===== src/rtl/reg_arb_pkg.sv =====
// Shared definitions for reg_bank_arbiter: FSM state type, round-robin pick and one-hot address decode.
package reg_arb_pkg;

    typedef enum logic [1:0] {
        IDLE  = 2'd0,
        SETUP = 2'd1,
        LOAD  = 2'd2
    } state_e;

    localparam int MAX_REQ = 8;
    localparam int MAX_REG = 16;

    // First set bit of valid at or after ptr, wrapping at n; returns ptr when nothing is set.
    function automatic int rr_pick(input logic [MAX_REQ-1:0] valid, input int ptr, input int n);
        int   pick;
        int   idx;
        logic found;
        pick  = ptr;
        found = 1'b0;
        for (int i = 0; i < MAX_REQ; i++) begin
            idx = (ptr + i) % n;
            if (i < n && !found && ((valid >> idx) & 8'd1) != 8'd0) begin
                found = 1'b1;
                pick  = idx;
            end
        end
        return pick;
    endfunction

    function automatic logic [MAX_REG-1:0] onehot(input int addr, input int n);
        logic [MAX_REG-1:0] v;
        v = '0;
        if (addr >= 0 && addr < n) begin
            v = 16'd1 << addr;
        end
        return v;
    endfunction

endpackage


===== src/rtl/reg_bank_arbiter_rr_arbiter.sv =====
// Combinational round-robin selector: index of the first valid requester at or after ptr.
module rr_arbiter
    import reg_arb_pkg::*;
#(
    parameter int NUM_REQ = 4,
    parameter int GW      = $clog2(NUM_REQ)
) (
    input  logic [NUM_REQ-1:0] valid,
    input  logic [GW-1:0]      ptr,
    output logic [GW-1:0]      win
);

    logic [MAX_REQ-1:0] valid_ext;

    always_comb begin
        valid_ext                = '0;
        valid_ext[NUM_REQ-1:0]   = valid;
        win                      = GW'(rr_pick(valid_ext, int'(ptr), NUM_REQ));
    end

endmodule


===== src/rtl/reg_bank_arbiter.sv =====
// Round-robin write arbiter for a shared register bank: IDLE -> SETUP (data on bus) -> LOAD (one-hot load + ready).
// Optional clear requests are enabled with the REG_ARB_CLEAR_EN macro.
module reg_bank_arbiter
    import reg_arb_pkg::*;
#(
    parameter int NUM_REQ = 4,
    parameter int NUM_REG = 8,
    parameter int DATA_W  = 8
) (
    input  logic                                 clk,
    input  logic                                 rst,
    input  logic [NUM_REQ-1:0]                   req_valid,
    input  logic [NUM_REQ*$clog2(NUM_REG)-1:0]   req_addr,
    input  logic [NUM_REQ*DATA_W-1:0]            req_data,
    output logic [NUM_REQ-1:0]                   req_ready,
    output logic [NUM_REQ-1:0]                   req_err,
    output logic [DATA_W-1:0]                    reg_d,
    output logic [NUM_REG-1:0]                   reg_load,
    output logic                                 busy,
`ifdef REG_ARB_CLEAR_EN
    input  logic [NUM_REQ-1:0]                   req_clr,
    output logic [NUM_REG-1:0]                   reg_clr,
`endif
    output logic [$clog2(NUM_REQ)-1:0]           grant_id
);

    localparam int AW = $clog2(NUM_REG);
    localparam int GW = $clog2(NUM_REQ);

    state_e            state_q, state_d;
    logic [GW-1:0]     ptr_q, ptr_d;
    logic [GW-1:0]     win_q, win_d;
    logic [AW-1:0]     addr_q, addr_d;
    logic [DATA_W-1:0] data_q, data_d;
    logic [GW-1:0]     arb_win;
`ifdef REG_ARB_CLEAR_EN
    logic              clr_q, clr_d;
`endif

    rr_arbiter #(
        .NUM_REQ (NUM_REQ)
    ) u_rr_arbiter (
        .valid (req_valid),
        .ptr   (ptr_q),
        .win   (arb_win)
    );

    always_ff @(posedge clk) begin
        if (rst) begin
            state_q <= IDLE;
            ptr_q   <= '0;
            win_q   <= '0;
            addr_q  <= '0;
            data_q  <= '0;
`ifdef REG_ARB_CLEAR_EN
            clr_q   <= 1'b0;
`endif
        end else begin
            state_q <= state_d;
            ptr_q   <= ptr_d;
            win_q   <= win_d;
            addr_q  <= addr_d;
            data_q  <= data_d;
`ifdef REG_ARB_CLEAR_EN
            clr_q   <= clr_d;
`endif
        end
    end

    // The request is captured once in IDLE; later input changes never reach the bus or the decode.
    always_comb begin
        state_d   = state_q;
        ptr_d     = ptr_q;
        win_d     = win_q;
        addr_d    = addr_q;
        data_d    = data_q;
`ifdef REG_ARB_CLEAR_EN
        clr_d     = clr_q;
        reg_clr   = '0;
`endif
        req_ready = '0;
        req_err   = '0;
        reg_load  = '0;
        busy      = (state_q != IDLE);
        reg_d     = data_q;
        grant_id  = win_q;

        case (state_q)
            IDLE: begin
                if (|req_valid) begin
                    win_d   = arb_win;
                    addr_d  = req_addr[arb_win*AW +: AW];
                    data_d  = req_data[arb_win*DATA_W +: DATA_W];
`ifdef REG_ARB_CLEAR_EN
                    clr_d   = req_clr[arb_win];
`endif
                    state_d = SETUP;
                end
            end
            SETUP: begin
                state_d = LOAD;
            end
            LOAD: begin
                req_ready[win_q] = 1'b1;
                if (int'(addr_q) >= NUM_REG) begin
                    req_err[win_q] = 1'b1;
                end
`ifdef REG_ARB_CLEAR_EN
                else if (clr_q) begin
                    reg_clr = NUM_REG'(onehot(int'(addr_q), NUM_REG));
                end
`endif
                else begin
                    reg_load = NUM_REG'(onehot(int'(addr_q), NUM_REG));
                end
                ptr_d   = (int'(win_q) == NUM_REQ - 1) ? '0 : win_q + 1'b1;
                state_d = IDLE;
            end
            default: begin
                state_d = IDLE;
            end
        endcase
    end

endmodule


===== config.mk =====
export PLATFORM = sky130hd
export DESIGN_NAME = reg_bank_arbiter
export DESIGN_NICKNAME = d
export VERILOG_FILES = /design/src/rtl/reg_arb_pkg.sv /design/src/rtl/reg_bank_arbiter_rr_arbiter.sv /design/src/rtl/reg_bank_arbiter.sv
export SDC_FILE = /design/constraint.sdc
export NUM_CORES = 1
export LEC_CHECK = 0
export ABC_AREA = 1
export BUFFER_PORTS_ARGS = -buffer_cell sky130_fd_sc_hd__buf_2
export CAP_MARGIN = 20
export CORE_MARGIN = 1
export CORE_UTILIZATION = 50
export DETAILED_ROUTE_END_ITERATION = 6
export PLACE_DENSITY = 0.83
export SYNTH_ARGS = -nofsm -noshare
export SYNTH_HDL_FRONTEND = slang
export SYNTH_SLANG_ARGS = --single-unit

===== constraint.sdc =====
create_clock -name clk -period 3.7 [get_ports clk]
set_input_delay 0 -clock clk [delete_from_list [all_inputs] [get_ports clk]]
set_output_delay 0 -clock clk [all_outputs]
set_load 0.05 [all_outputs]

==> flow_summary.toml <==
[sta]
drv_slew = 0
fmax_mhz = 429
setup_viol = 0
rsz0062_at_grt = "false"
finClkSkew_ns = 0.00787
tns_ns = 0
hold_violations = 0
period_minus_slack_ns = 2.33
post-route-period-util = 0.630

[yosys]
synth_fa_ha_area_frac = 0.0310
synth.avg_cell_area_um2 = 5.57
synth_top_cell_area_share = 0.260
synth_cells = 290
ys_dominant_reg_cell = "dfxtp_1"
synth_edf_count = 0
ys_seq_area_frac = 0.211
yosysWarnings = 0
synth.distinct_cells = 23
synth-seq-cells = 17
ys_top_cells_by_area = "nand2_1 (26%), dfxtp_1 (21%), nand3_1 (13%)"
synth_common_cells = "nand2_1 (112), nand3_1 (43), inv_1 (32)"
synth_mux_area_frac = 0
synthXorXnorAreaFrac = 0
yosysTopAreaCell = "nand2_1"
synth_compound_area_frac = 0.0418
synth_area_um2 = 1620
synth_top_family_by_area = "simple AND/OR/NAND/NOR gates"
synth_most_common_cell = "nand2_1"
async_flop_share = 0
synth_simple_gate_area_frac = 0.557

[critical_path]
worstRegToRegCells = 13
r2r_start = "ptr_q[0]"
cp.arrival_ns = 2.51
rrSetupSlack_ns = 1.37
crit_buf_inv = 2
crit_family = "simple AND/OR/NAND/NOR gates"
worstPathCellList = "inv_2 -> nand2_1 -> nand3_1 -> nand2_2 -> inv_2 -> nor2_8 -> nand3_4 -> nand2_4 -> nand2_1 -> nand2_1 -> nand2_1 -> nand3_1 -> a21oi_1"
critPathRequiredTime_ns = 3.88
cp-start-kind = "register"
crit_start = "ptr_q[0]"
critPathCaptureType = "register"
crit_type = "register to register"
worstPathMaxFanout = 23
worst_path_most_repeated_cell = "nand2_1"
timing.rr.end = "reg_d[6]"
cp_slowest_stage_delay_ns = 0.62
crit_path_top_delay_cell = "dfxtp_1"

[power]
clockPowerShare = 0.128
swShare = 0.502
p_leak_uw = 0.00122
combPwrFrac = 0.565
intPower_uw = 380
seq_power_share = 0.307
switchingPower_uw = 383
pwr_density_cell_nw_per_um2 = 389
finalPower_uw = 763
irDropWorstVdd_mv = 0.361

[routing]
ant_nets = 0
num_vias = 1948
routed_via_density = 4.89
first_pass_iters = 4
drcViolationCount = 0
first_iter_violations = 106
wl_mm = 4.04
post_drt_wl_per_cell_um = 10.1

[clocking]
post_cts_buffers = 0
ctsResizeCount = 0
clkTransAtPathRegs_ns = 0.10
cts.path.max_buffers = 2
cts.sinks = 17
cts_root_buf = "clkbuf_4"
clkLatencyLatePin_ns = 0.29
h-tree-depth = 1
cts_tree = "yes"
cts_hold_buf = 0
cts_inserted_buffers = 3

[floorplanning]
rows = 20
die-area_um2 = 3460
initial_utilization = 0.530
coreArea_um2 = 3050
pin_count = 77
die-height_um = 58.9
die_width_um = 58.9

[cells_and_area]
utilization = 0.642
drive_gt1_frac = 0.274
syn2layout_area_growth_pct = 21.3
final_cell_area_um2 = 1960
diodes = 0
finalNonFillerCells = 398
fin_nets = 409

[global_routing]
grt_max_degree = 24
grt_usage = 0.256
grt-ovfl-total = 0
grt_pass1_wl_mm = 6.94
antenna_found_initial = 0
grt_pass1_vias = 1766

[job]
drv_cap = 0

[placement]
io_buffers = 72
place_area_um2 = 1930
place_inst = 394
dpl.hpwl_mm = 3.16
globalplace.congestion = 0.926

[worst_hold_path]
hold_start = "rst"
min_path_cells = 2
hp-class = "primary input to register"
min_to = "state_q[0]"

[outcome]
status = "finished, final reports clean"
## kinds of logic (layout without fill, tap and decap cells)
kind of cell               count (synthesis)  in the layout
other                                      1              4
and+or+nand+nor                          202            202
adders and majority gates                  4              4
AOI/OAI and AO/OA                         13             13
buffers and inverters                     53            114
DFF                                       17             17
## placed cells by master (no fill, tap or decap), drive strengths merged
cell type / netlist / routed
clkbuf: 2 / 4
nor2: 30 / 30
nand2: 125 / 125
nor3: 1 / 1
nand3: 45 / 45
ha: 4 / 4
inv: 37 / 37
nor4: 1 / 1
conb: 1 / 4
buf: 14 / 73
a211oi: 1 / 1
o21ai: 4 / 4
a21oi: 8 / 8
dfxtp: 17 / 17
## flip-flops by register name, indices dropped and copies added (netlist names)
name,cells
reg_d,8
addr_q,3
grant_id,2
ptr_q,2
state_q,2
## worst max path at each step
| stage | endpoint | slack (ns) | cells after the start |
|---|---|---|---|
| 3_5_place_dp | addr_q[1] | 1.41 | 13 |
| 4_1_cts | addr_q[1] | 1.38 | 13 |
| 6_report | reg_d[6] | 1.37 | 13 |
| 2_1_floorplan | reg_d[3] | 2.06 | 16 |
| 5_1_grt | reg_d[6] | 1.10 | 12 |
| 3_3_place_gp | addr_q[1] | 1.43 | 13 |
## per-layer routing
metal	track usage	up-vias	wire, µm
met3	0.0462	6	217
li1	-	1005	-
met2	0.494	75	2040
met4	0.0714	0	61
met1	0.283	862	1720
met5	0	-	0
## power groups by stage
stage                     clock network (µW)  logic, µW  registers (µW)
after global routing                     110        483             239
final                                   97.7        431             234
after global placement                     0        425             238
after floorplan                            0        294             300
after detailed placement                   0        430             238
after CTS                                101        432             234
## metrics by stage
step           hold slack (ns)  setup WS, ns
2_1_floorplan            0.145          2.06
3_3_place_gp             0.359          1.43
3_5_place_dp             0.360          1.41
4_1_cts                 0.0623          1.38
5_1_grt                 0.0668          1.10
6_report                0.0682          1.37
## cell type report
cell class | instances | area [µm²]
clock buffer | 4 | 26.3
fill | 336 | 1090
inverter | 37 | 139
multi-input combinational | 223 | 1030
sequential | 17 | 340
tap | 44 | 55.1
timing repair buffer | 73 | 368
(Power assumes the default switching activity.)
